`src/rtl/gtp_link_pkg.sv`:
```
// ----------------------------------------------------------------------------
// gtp_link_pkg
//  Shared definitions for the GTP link framing layer:
//   - K-code byte constants (K28.5, K27.7, K29.7, K23.7) and the D16.2 idle filler
//   - word-class enum produced by the receive classifier
//   - receive deframer FSM state type
//   - 19-bit receive FIFO word {last, err, odd, data[15:0]}
//   - classify(): maps a received word and its K flags to a word class
// ----------------------------------------------------------------------------
package gtp_link_pkg;

    localparam logic [7:0] K28_5 = 8'hBC;
    localparam logic [7:0] K27_7 = 8'hFB;
    localparam logic [7:0] K29_7 = 8'hFD;
    localparam logic [7:0] K23_7 = 8'hF7;
    localparam logic [7:0] D16_2 = 8'h50;

    localparam logic [15:0] IDLE_WORD = {D16_2, K28_5};
    localparam logic [15:0] SOF_WORD  = {K27_7, K27_7};
    localparam logic [15:0] EOF_WORD  = {K29_7, K29_7};

    typedef enum logic [2:0] {
        W_IDLE,
        W_SOF,
        W_EOF,
        W_DATA,
        W_ODD,
        W_ILLEGAL
    } word_class_e;

    typedef enum logic [2:0] {
        ST_UNSYNC,
        ST_IDLE,
        ST_DATA,
        ST_WAIT_EOF,
        ST_DROP
    } rx_state_e;

    typedef struct packed {
        logic        last;
        logic        err;
        logic        odd;
        logic [15:0] data;
    } wr_word_t;

    // Byte [7:0] is first on the wire; charisk[0] qualifies it.
    function automatic word_class_e classify(input logic [15:0] data, input logic [1:0] charisk);
        word_class_e cls;
        cls = W_ILLEGAL;
        unique case (charisk)
            2'b00: cls = W_DATA;
            2'b01: if (data == IDLE_WORD) cls = W_IDLE;
            2'b10: if (data[15:8] == K23_7) cls = W_ODD;
            2'b11: begin
                if (data == SOF_WORD)      cls = W_SOF;
                else if (data == EOF_WORD) cls = W_EOF;
            end
            default: cls = W_ILLEGAL;
        endcase
        return cls;
    endfunction

endpackage

```
`src/rtl/gtp_rx_sync_mon.sv`:
```
// ----------------------------------------------------------------------------
// gtp_rx_sync_mon
//  Link synchronisation monitor. Counts consecutive IDLE words while link_up is
//  high; the edge that samples the SYNC_IDLE_CNT-th idle sets sync_ok_o. Once
//  synchronised the link stays in sync until link_up drops, which clears sync_ok_o
//  on the sampling edge and restarts the idle count.
// Ports:
//  clk_i       in   RX user clock
//  rst_i       in   asynchronous active-high reset
//  link_up_i   in   GTP reset-done / PLL-lock qualifier
//  is_idle_i   in   current word classifies as IDLE
//  sync_ok_o   out  registered link-synchronised flag
// ----------------------------------------------------------------------------
module gtp_rx_sync_mon #(
    parameter int SYNC_IDLE_CNT = 16
) (
    input  logic clk_i,
    input  logic rst_i,
    input  logic link_up_i,
    input  logic is_idle_i,
    output logic sync_ok_o
);

    localparam int CW = $clog2(SYNC_IDLE_CNT + 1);

    logic [CW-1:0] cnt_q;
    logic          sync_q;

    // NOTE: sequential state uses non-blocking assignments so every register
    // samples the pre-edge values regardless of statement order.
    always_ff @(posedge clk_i or posedge rst_i) begin
        if (rst_i) begin
            cnt_q  <= '0;
            sync_q <= 1'b0;
        end else if (!link_up_i) begin
            cnt_q  <= '0;
            sync_q <= 1'b0;
        end else if (!sync_q) begin
            if (is_idle_i) begin
                if (cnt_q == CW'(SYNC_IDLE_CNT - 1)) begin
                    cnt_q  <= '0;
                    sync_q <= 1'b1;
                end else begin
                    cnt_q <= cnt_q + 1'b1;
                end
            end else begin
                // Any non-idle word breaks the run of consecutive idles.
                cnt_q <= '0;
            end
        end
    end

    assign sync_ok_o = sync_q;

endmodule

```
`src/rtl/gtp_rx_deframer.sv`:
```
// ----------------------------------------------------------------------------
// gtp_rx_deframer
//  Receive-side deframer for the GTP link. Classifies each 16-bit word, tracks
//  link sync (gtp_rx_sync_mon), strips SOF/EOF/idle framing and writes payload
//  words into the receive FIFO with last/err/odd tags. A one-word hold register
//  delays each payload word until the next one (or EOF) shows whether it is the
//  last word of the frame.
//
//  Optional feature: define GTP_RX_CHECKSUM_EN to treat the final payload word
//  of each frame as a modulo-2^16 checksum of the preceding payload words. The
//  checksum is never written; a mismatch tags the last written word with err=1.
//  In that build the hold stage is two words deep (h1 older, h0 newest) and an
//  odd frame carries its checksum word after the ODD_LAST word.
//
// Ports:
//  gt_rxusrclk_in  in   RX user clock
//  reset_in        in   asynchronous active-high reset
//  gt_rxdata       in   received word, byte [7:0] first on wire
//  gt_rxcharisk    in   per-byte K flags
//  link_up         in   low forces loss of sync and aborts an open frame
//  RxFifoProgFull  in   FIFO prog_full, sampled only at SOF
//  RxFifoWrEnb     out  FIFO write strobe
//  RxFifoWrData    out  {last, err, odd, data[15:0]}
//  sync_ok         out  link synchronised
//  frame_cnt       out  good frames written (saturating)
//  drop_cnt        out  frames dropped at SOF due to prog_full (saturating)
//  err_cnt         out  frames ended with err=1 (saturating)
// ----------------------------------------------------------------------------
module gtp_rx_deframer
    import gtp_link_pkg::*;
#(
    parameter int SYNC_IDLE_CNT   = 16,
    parameter int MAX_FRAME_WORDS = 1024,
    parameter int CNT_W           = 16
) (
    input  logic             gt_rxusrclk_in,
    input  logic             reset_in,
    input  logic [15:0]      gt_rxdata,
    input  logic [1:0]       gt_rxcharisk,
    input  logic             link_up,
    input  logic             RxFifoProgFull,
    output logic             RxFifoWrEnb,
    output logic [18:0]      RxFifoWrData,
    output logic             sync_ok,
    output logic [CNT_W-1:0] frame_cnt,
    output logic [CNT_W-1:0] drop_cnt,
    output logic [CNT_W-1:0] err_cnt
);

`ifdef GTP_RX_CHECKSUM_EN
    localparam int LIMIT = MAX_FRAME_WORDS + 1;  // checksum word rides on top
`else
    localparam int LIMIT = MAX_FRAME_WORDS;
`endif
    localparam int WC_W = $clog2(LIMIT + 1);

    word_class_e     cls;
    logic            sync_ok_w;
    rx_state_e       state_q;
    rx_state_e       sof_state;
    logic            sof_start;

    logic            h0_vld_q;
    logic            h0_odd_q;
    logic [15:0]     h0_data_q;
    logic [WC_W-1:0] wcnt_q;
    logic            at_limit;

    // Word that is written on a mid-frame push, at EOF and on abort.
    logic            pend_vld;
    logic            pend_odd;
    logic [15:0]     pend_data;
    logic            end_write;
    logic            end_err;
    logic            push_to_wait;
    logic            push_bad;

    wr_word_t        abort_word;
    wr_word_t        mid_word;
    wr_word_t        end_word;

    logic            wr_en_q;
    wr_word_t        wr_word_q;
    logic [CNT_W-1:0] frame_cnt_q;
    logic [CNT_W-1:0] drop_cnt_q;
    logic [CNT_W-1:0] err_cnt_q;

    assign cls      = classify(gt_rxdata, gt_rxcharisk);
    assign at_limit = (wcnt_q == WC_W'(LIMIT));

    gtp_rx_sync_mon #(
        .SYNC_IDLE_CNT (SYNC_IDLE_CNT)
    ) u_sync_mon (
        .clk_i     (gt_rxusrclk_in),
        .rst_i     (reset_in),
        .link_up_i (link_up),
        .is_idle_i (cls == W_IDLE),
        .sync_ok_o (sync_ok_w)
    );

`ifdef GTP_RX_CHECKSUM_EN
    logic            h1_vld_q;
    logic            h1_odd_q;
    logic [15:0]     h1_data_q;
    logic [15:0]     sum_q;       // sum of every accepted word except h0
    logic            odd_seen_q;
    logic [15:0]     h0_sum_val;

    assign h0_sum_val   = h0_odd_q ? {8'h00, h0_data_q[7:0]} : h0_data_q;
    assign pend_vld     = h1_vld_q;
    assign pend_odd     = h1_odd_q;
    assign pend_data    = h1_data_q;
    // h0 is the checksum at EOF; a frame holding only the checksum writes nothing.
    assign end_write    = h1_vld_q;
    assign end_err      = h0_odd_q || (h0_data_q != sum_q);
    assign push_to_wait = (cls == W_DATA) && odd_seen_q;
    assign push_bad     = (cls == W_ODD) && odd_seen_q;
`else
    assign pend_vld     = h0_vld_q;
    assign pend_odd     = h0_odd_q;
    assign pend_data    = h0_data_q;
    assign end_write    = h0_vld_q;
    assign end_err      = 1'b0;
    assign push_to_wait = (cls == W_ODD);
    assign push_bad     = 1'b0;
`endif

    // A SOF is honoured in IDLE and, after aborting the open frame, in DATA.
    assign sof_start = link_up && (cls == W_SOF) &&
                       ((state_q == ST_IDLE) || (state_q == ST_DATA));
    assign sof_state = RxFifoProgFull ? ST_DROP : ST_DATA;

    // NOTE: every always_comb output gets a full default first so no path
    // leaves a variable unassigned and no latch is inferred.
    always_comb begin
        abort_word      = '0;
        abort_word.last = 1'b1;
        abort_word.err  = 1'b1;
        abort_word.odd  = pend_vld & pend_odd;
        abort_word.data = pend_vld ? pend_data : 16'h0000;

        mid_word        = '0;
        mid_word.data   = pend_data;

        end_word        = '0;
        end_word.last   = 1'b1;
        end_word.err    = end_err;
        end_word.odd    = pend_odd;
        end_word.data   = pend_data;
    end

    always_ff @(posedge gt_rxusrclk_in or posedge reset_in) begin
        if (reset_in) begin
            state_q    <= ST_UNSYNC;
            h0_vld_q   <= 1'b0;
            h0_odd_q   <= 1'b0;
            h0_data_q  <= '0;
            wcnt_q     <= '0;
            wr_en_q    <= 1'b0;
            wr_word_q  <= '0;
            drop_cnt_q <= '0;
`ifdef GTP_RX_CHECKSUM_EN
            h1_vld_q   <= 1'b0;
            h1_odd_q   <= 1'b0;
            h1_data_q  <= '0;
            sum_q      <= '0;
            odd_seen_q <= 1'b0;
`endif
        end else begin
            wr_en_q <= 1'b0;
            if (!link_up) begin
                // Loss of link closes an open frame as an error; a frame being
                // dropped is discarded silently.
                if ((state_q == ST_DATA) || (state_q == ST_WAIT_EOF)) begin
                    wr_en_q   <= 1'b1;
                    wr_word_q <= abort_word;
                end
                state_q <= ST_UNSYNC;
            end else begin
                case (state_q)
                    // The word on the cycle sync is first seen is not parsed.
                    ST_UNSYNC: if (sync_ok_w) state_q <= ST_IDLE;

                    ST_IDLE: ;  // only SOF matters here, handled below

                    ST_DATA: begin
                        case (cls)
                            W_DATA, W_ODD: begin
                                if (at_limit || push_bad) begin
                                    wr_en_q   <= 1'b1;
                                    wr_word_q <= abort_word;
                                    // Truncated frames discard their tail until EOF.
                                    state_q   <= at_limit ? ST_DROP : ST_IDLE;
                                end else begin
                                    if (pend_vld) begin
                                        wr_en_q   <= 1'b1;
                                        wr_word_q <= mid_word;
                                    end
                                    h0_vld_q  <= 1'b1;
                                    h0_odd_q  <= (cls == W_ODD);
                                    h0_data_q <= gt_rxdata;
                                    wcnt_q    <= wcnt_q + 1'b1;
`ifdef GTP_RX_CHECKSUM_EN
                                    h1_vld_q  <= h0_vld_q;
                                    h1_odd_q  <= h0_odd_q;
                                    h1_data_q <= h0_data_q;
                                    sum_q     <= sum_q + (h0_vld_q ? h0_sum_val : 16'h0000);
                                    if (cls == W_ODD) odd_seen_q <= 1'b1;
`endif
                                    if (push_to_wait) state_q <= ST_WAIT_EOF;
                                end
                            end
                            W_EOF: begin
                                if (end_write) begin
                                    wr_en_q   <= 1'b1;
                                    wr_word_q <= end_word;
                                end
                                state_q <= ST_IDLE;
                            end
                            W_SOF: begin
                                // Abort here; the new frame is opened below.
                                wr_en_q   <= 1'b1;
                                wr_word_q <= abort_word;
                            end
                            W_ILLEGAL: begin
                                wr_en_q   <= 1'b1;
                                wr_word_q <= abort_word;
                                state_q   <= ST_IDLE;
                            end
                            default: ;  // idle words inside a frame are skipped
                        endcase
                    end

                    ST_WAIT_EOF: begin
                        if (cls == W_EOF) begin
                            if (end_write) begin
                                wr_en_q   <= 1'b1;
                                wr_word_q <= end_word;
                            end
                            state_q <= ST_IDLE;
                        end else if (cls != W_IDLE) begin
                            wr_en_q   <= 1'b1;
                            wr_word_q <= abort_word;
                            state_q   <= ST_IDLE;
                        end
                    end

                    ST_DROP: begin
                        if ((cls == W_EOF) || (cls == W_ILLEGAL)) state_q <= ST_IDLE;
                    end

                    default: state_q <= ST_UNSYNC;
                endcase

                if (sof_start) begin
                    state_q  <= sof_state;
                    h0_vld_q <= 1'b0;
                    wcnt_q   <= '0;
`ifdef GTP_RX_CHECKSUM_EN
                    h1_vld_q   <= 1'b0;
                    sum_q      <= '0;
                    odd_seen_q <= 1'b0;
`endif
                    if (RxFifoProgFull && !(&drop_cnt_q)) drop_cnt_q <= drop_cnt_q + 1'b1;
                end
            end
        end
    end

    // Frame statistics follow the registered FIFO writes, one cycle behind them.
    always_ff @(posedge gt_rxusrclk_in or posedge reset_in) begin
        if (reset_in) begin
            frame_cnt_q <= '0;
            err_cnt_q   <= '0;
        end else if (wr_en_q && wr_word_q.last) begin
            if (wr_word_q.err) begin
                if (!(&err_cnt_q)) err_cnt_q <= err_cnt_q + 1'b1;
            end else begin
                if (!(&frame_cnt_q)) frame_cnt_q <= frame_cnt_q + 1'b1;
            end
        end
    end

    assign RxFifoWrEnb  = wr_en_q;
    assign RxFifoWrData = wr_word_q;
    assign sync_ok      = sync_ok_w;
    assign frame_cnt    = frame_cnt_q;
    assign drop_cnt     = drop_cnt_q;
    assign err_cnt      = err_cnt_q;

endmodule
```
`config.mk`:
```
export PLATFORM = sky130hd
export DESIGN_NAME = gtp_rx_deframer
export DESIGN_NICKNAME = d
export VERILOG_FILES = /design/src/rtl/gtp_link_pkg.sv /design/src/rtl/gtp_rx_sync_mon.sv /design/src/rtl/gtp_rx_deframer.sv
export SDC_FILE = /design/constraint.sdc
export NUM_CORES = 1
export LEC_CHECK = 0
export CAP_MARGIN = 0
export CORE_ASPECT_RATIO = 0.8
export CORE_MARGIN = 5
export CORE_UTILIZATION = 37
export CTS_CLUSTER_DIAMETER = 150
export DETAILED_ROUTE_END_ITERATION = 16
export GPL_ROUTABILITY_DRIVEN = 0
export PLACE_DENSITY = 0.56
export SYNTH_ARGS = -nofsm -noshare
export SYNTH_HDL_FRONTEND = slang
export SYNTH_SLANG_ARGS = --single-unit
```
`constraint.sdc`:
```
create_clock -name gt_rxusrclk_in -period 7.35 [get_ports gt_rxusrclk_in]
set_input_delay 1.47 -clock gt_rxusrclk_in [delete_from_list [all_inputs] [get_ports gt_rxusrclk_in]]
set_output_delay 1.47 -clock gt_rxusrclk_in [all_outputs]
set_load 0.01 [all_outputs]
```
# --- Yosys cells after proc, flatten, opt, wreduce, memory -nomap -nowiden ---
# Index checks and enable logic that the tools add are counted.
# Widths: inputs -> output; s select.
totals:
  elab_cells: 133
  regBits: 106
  out_inout_bits: 69
  in_bits: 22
classes:
  eq_ne: 30
  mux: 50
  reduce_logical: 28
  addsub: 5
  n_bitwise: 5
op_table:
  columns: ["operator", "count"]
  rows:
  - ["$mux 19", 7]
  - ["$pmux 19 s3", 1]
  - ["$add 16x1->16 const B", 3]
  - ["$reduce_and 16->1", 3]
  - ["$mux 11", 4]
  - ["$pmux 19 s2", 1]
  - ["$mux 3", 12]
  - ["$eq 16x16->1 const B", 2]
  - ["$mux 5", 4]
  - ["$eq 16x15->1 const B", 1]
  - ["$mux 16", 1]
  - ["$mux 1", 15]
  - ["$pmux 3 s5", 1]
  - ["$eq 3x2->1 const B", 4]
  - ["$pmux 3 s4", 1]
  - ["$add 11x1->11 const B", 1]
  - ["$eq 11x11->1 const B", 1]
  - ["$ne 5x3->1 const B", 2]
  - ["$eq 3x3->1 const B", 3]
  - ["$reduce_and 3->1", 3]
  - ["$eq 8x8->1 const B", 1]
  - ["$reduce_and 4->1", 2]
  - ["$eq 3x1->1 const B", 2]
  - ["$logic_not 3->1", 2]
  - ["other kinds (27)", 41]

# --- Depth between registers and ports, before layout ---
logic_depth:
  word_depth: 11
  ltp_mapped: 10

# --- Cells and area by module ---
# Synthesis repeated with hierarchy kept, for this count alone.
hier_totals:
  cells_unflattened: 462
  area_unflattened_um2: 4992.3
modules_own_cells:
  columns: ["module", "seq_area_each_um2", "cells_each", "area_per_inst_um2", "instances"]
  rows:
  - ["gtp_rx_deframer", 2502.4, 428, 4672.0, 1]
  - ["gtp_rx_sync_mon", 150.1, 34, 320.3, 1]

# --- Least setup slack after synthesis ---
# OpenSTA, ideal clock, no wires.
synth_path:
  kind: "input port to flip-flop"
  from: "input gt_rxdata[1]"
  to: "register drop_cnt_q[1], in the netlist drop_cnt[1]"
  n_path_buf: 1
  required_time_ps: 7222
  slack_ps: 4141
  t_arrival_ps: 3082
  stages: 7
  setup_time_ps: 128
  cell_sequence: "or3b_4 nor4b_4 o22ai_2 and2_4 buf_6 nand2_1 mux2_1"
synth_via:
  elab_chain_cells: 8
synth_rtl:
  columns: ["item", "line", "source"]
  rows:
  - ["start, declared", "gtp_rx_deframer.sv:38", "input logic [15:0] gt_rxdata,"]
  - ["$eq 16x16->1", "gtp_link_pkg.sv:56", "else if (data == EOF_WORD) cls = W_EOF;"]
  - ["$mux 3", "gtp_link_pkg.sv:56", null]
  - ["$mux 3", "gtp_link_pkg.sv:55", "if (data == SOF_WORD) cls = W_SOF;"]
  - ["$pmux 3 s4 *", "gtp_link_pkg.sv:50", "unique case (charisk)"]
  - ["$eq 3x1->1 *", "gtp_rx_deframer.sv:129", "assign sof_start = link_up && (cls == W_SOF) &&"]
  - ["$logic_and 1x1->1 * (2 in a row)", "gtp_rx_deframer.sv:129", null]
  - ["$reduce_and 3->1 (no source line) *", null, null]
  - ["end signal, assigned", "gtp_rx_deframer.sv:264", "if (RxFifoProgFull && !(&drop_cnt_q)) drop_cnt_q <= drop_cnt_q + 1'b1;"]
  - ["end, declared", "gtp_rx_deframer.sv:85", "logic [CNT_W-1:0] drop_cnt_q;"]
# Every way passes the cells marked *; elsewhere a longest branch is shown, timed or not.
# A chain may end at the register's enable or synchronous reset.

# --- Worst setup path in the final report ---
layout_path:
  from: "input gt_rxdata[13]"
  to: "register wr_word_q, in the netlist RxFifoWrData[13]"
layout_via:
  elab_chain_cells: 9
layout_rtl:
  columns: ["item", "line", "source"]
  rows:
  - ["$eq 16x16->1", "gtp_link_pkg.sv:56", null]
  - ["$mux 3", "gtp_link_pkg.sv:56", null]
  - ["$mux 3", "gtp_link_pkg.sv:55", null]
  - ["$pmux 3 s4 *", "gtp_link_pkg.sv:50", null]
  - ["$eq 3x1->1, or another cell as far along", "gtp_rx_deframer.sv:187", "case (cls)"]
  - ["$reduce_or 2->1, on equally long branches", null, null]
  - ["$pmux 19 s3", "gtp_rx_deframer.sv:187", null]
  - ["$pmux 19 s2", "gtp_rx_deframer.sv:180", "case (state_q)"]
  - ["$mux 19", "gtp_rx_deframer.sv:171", "if (!link_up) begin"]
  - ["end signal, assigned", "gtp_rx_deframer.sv:176", "wr_word_q <= abort_word;"]
  - ["end signal, assigned", "gtp_rx_deframer.sv:191", "wr_word_q <= abort_word;"]
  - ["end signal, assigned", "gtp_rx_deframer.sv:197", "wr_word_q <= mid_word;"]
  - ["end, declared", "gtp_rx_deframer.sv:83", "wr_word_t wr_word_q;"]
# Marked as above.

==> impl_metrics.ini <==
[yosys]
number_of_register_bits_inferred_by_synthesis = 106
yosysUniqueCellTypes = 62
ys_async_sr_fraction = 1.00
synth.net_count = 614
synth_area_per_cell_um2 = 9.73
syn_area_mm2 = 0.00570
syn-instance-count = 586
ys.warnings.count = 0
synth_flop_cell = dfrtp_1
synth_edf_count = 0
synth_sequential_area_ratio = 0.465

[final_layout]
diodes = 0
drive_above_1_share = 0.0571
multi_input_comb_area_mm2 = 0.00286
final_layout_fill_cell_count = 1395
area_used_by_sequential_logic_in_the_layout_mm2 = 0.00265
design.final.nets = 689
area_growth_syn_to_layout_pct = 23.9
final_area_mm2 = 0.00706

[pwr]
vdd_ir_drop_max_v = 0.000108
power_leakage_nw = 3.01
combinationalPowerShare = 0.042
power_density_mw_per_mm2 = 162
internal_power_uw = 879
totalPowerFinal_mw = 1.14
swShare = 0.232
power.share.sequential = 0.509
switchingPower_uw = 265
clock_power_share = 0.448

[route]
drc_errors = 0
route.antenna.remaining_nets = 0
first_iter_violations = 297
postRouteWirelength_um = 15000
avgRoutedWirePerCell_um = 17.1
drtPass1Iterations = 5
route.vias.total = 4668
drt-vias-per-instance = 5.33

[place]
hpwlAfterDp_um = 10500
placement.setup.worst_slack_ns = 2.80
place.port_buffers = 90
postPlaceCellArea_mm2 = 0.00675

[run_status]
run_status = finished clean

[setup_path]
path_max_fanout = 23
critPathMaxStageDelay_ns = 0.94
worst_path_cell_trace = clkdlybuf4s50_1 -> nor4b_1 -> nand4_1 -> nor3_2 -> a211o_2 -> mux2i_1 -> a31oi_1
setup.worst_path.end_class = flop
worst-path-buf-inv = 1
worst-endpoint-arrival_ns = 4.47
start_kind = input port
crit_family = simple AND/OR/NAND/NOR gates
crit_path_top_delay_cell = nor3_2
crit_type = input port to flop
crit_required_ns = 7.57

[clock_tree]
clock_path_buffers = 2
cts.htree.levels = 3
post_cts_resized = 0
cts.repair_timing.setup_buffer_count = 0
insertion_delay_ns = 0.35
cts_tree = done
cts_hold_buf = 0
clock-root-buffer = clkbuf_16
clock_sinks = 106
numCtsBuffers = 9
clk_slew_on_worst_s_h_paths_ns = 0.07

[global_routing]
grt_pass1_vias = 4690
global_route.usage.total = 0.172
grt_overflow_total = 0
grt_pass1_wl_um = 24900
grt_antenna_before_repair = 0
largest_net_degree_at_the_start_of_global_routing = 60

[sta]
fin_worst_hold_slack_ns = 0.500
timing.final.setup_violations = 0
unrepaired_setup_endpoints_after_global_routing = false
tightestPinTransition_ns = 1.18
hold_viol = 0
timing.max_slew.rel_slack = 0.211
setup_ws_ns = 3.10
report.final.slew_viol_count = 0
final.setup_skew_ns = 0.00763
finalCriticalPeriod_ns = 4.25
achievable-frequency_mhz = 235
post-route-period-util = 0.579
tns_ns = 0

[run]
maxCapViolations = 0

[floorplan]
fp.dieArea_mm2 = 0.0180
total_core_area_mm2 = 0.0151
die_width_um = 149
fp-row-count = 40
start_util = 0.378
dieHeight_um = 121
ioPinCount = 91

[hold_path]
min-delay-path-class = flop to flop
==> metal layers <==
layer	up-vias	wire, µm	global-route usage
met5	-	0	0
met4	0	122	0.0435
met3	13	857	0.0400
met2	126	6520	0.256
met1	2254	7520	0.252
li1	2275	-	-
==> power groups by stage <==
stage | clock [mW] | sequential (mW) | combinational (mW)
2_1_floorplan | 0 | 0.594 | 0.0251
3_3_place_gp | 0 | 0.594 | 0.0482
3_5_place_dp | 0 | 0.594 | 0.0491
4_1_cts | 0.526 | 0.583 | 0.0494
5_1_grt | 0.551 | 0.583 | 0.0546
6_report | 0.513 | 0.583 | 0.0483
==> cell usage in the layout (no fill, tap or decap), types with 20 or more instances in the layout <==
cell	netlist	layout
dfrtp_1	106	106
a2111oi_0	20	20
nand3_1	21	21
nand4_1	35	35
clkdlybuf4s50_1	0	90
xnor2_1	35	35
xor2_1	21	21
a31oi_1	20	20
nand2_1	94	94
nor2_1	30	30
==> worst reg2reg max path, stage by stage (launching register included) <==
cell      delay, ns
dfrtp_1        0.41
inv_1          0.06
ha_1           0.19
nor4bb_2       0.18
a311oi_2       0.38
nand3_1        0.75
nor4_1         0.62
xnor2_1        0.18
nor2_1         0.05
==> sequential cells by signal, summed over array words and instances (netlist names) <==
name	count
frame_cnt	16
h0_data_q	16
drop_cnt	16
RxFifoWrEnb	1
wcnt_q	11
err_cnt	16
state_q	3
end_write	1
h0_odd_q	1
u_sync_mon.sync_ok_o	1
u_sync_mon.cnt_q	5
RxFifoWrData	19
==> logic make-up (layout without fill, tap and decap cells) <==
group	count (synthesis)	after routing	synth area share
xor gates and xnor gates	56	56	0.0860
DFF	106	106	0.465
adders and majority gates	6	6	0.0132
buffers and inverters	43	123	0.0338
AOI/OAI and AO/OA	80	80	0.106
and+or+nand+nor	276	276	0.261
muxes	19	19	0.0340
==> cell usage after synthesis (2+ instances only) <==
master | count | area (µm²)
nand2_1 | 94 | 353
nor2_1 | 30 | 113
o21ai_0 | 5 | 25.0
a21o_1 | 2 | 15.0
nand4_1 | 35 | 219
nand2b_1 | 19 | 119
nor2b_1 | 9 | 56.3
xnor2_1 | 35 | 307
nor3_1 | 8 | 40.0
and2_1 | 5 | 31.3
inv_1 | 14 | 52.6
buf_6 | 3 | 33.8
mux2i_1 | 16 | 160
buf_1 | 2 | 7.51
a21oi_1 | 13 | 65.1
a41oi_1 | 2 | 17.5
mux2_2 | 2 | 22.5
o31ai_1 | 2 | 15.0
dfrtp_1 | 106 | 2650
nand3_1 | 21 | 105
nor4b_1 | 2 | 17.5
ha_1 | 6 | 75.1
a2111oi_0 | 20 | 175
xor2_1 | 21 | 184
a31oi_1 | 20 | 125
nand4b_1 | 2 | 17.5
a21boi_1 | 2 | 15.0
and3_1 | 15 | 93.8
or3_1 | 2 | 12.5
nor4_1 | 10 | 62.6
and4_1 | 9 | 78.8
nor3b_1 | 3 | 22.5
buf_2 | 4 | 20.0
clkbuf_1 | 19 | 71.3
==> metrics by stage <==
step                utilization  std cells
finish                    0.469        876
detailed placement        0.448        860
global route              0.469        876
CTS                       0.469        876
global placement          0.448        860
floorplan                     -        586
==> final cells by class <==
class / instances / area share
clock buffers: 10 / 0.0338
clock inverters: 6 / 0.0103
inverters: 14 / 0.00780
multi-input cells: 437 / 0.404
flip-flops and latches: 106 / 0.376
well taps: 210 / 0.0372
repair buffers: 93 / 0.131
==> final timing paths <==
path	startpoint	to	slack [ns]	cells after the start
worst max-delay path	gt_rxdata[13]	RxFifoWrData[13]	3.10	7
worst min-delay path	frame_cnt[7]	frame_cnt[7]	0.50	1
worst max register to register	wcnt_q[0]	wcnt_q[7]	4.40	8
worst min register to register	frame_cnt[7]	frame_cnt[7]	0.50	1
max in group asynchronous	reset_in	RxFifoWrData[2]	4.56	3
min in group asynchronous	reset_in	frame_cnt[2]	1.55	2
No activity file was read; power rests on OpenSTA's default activity.
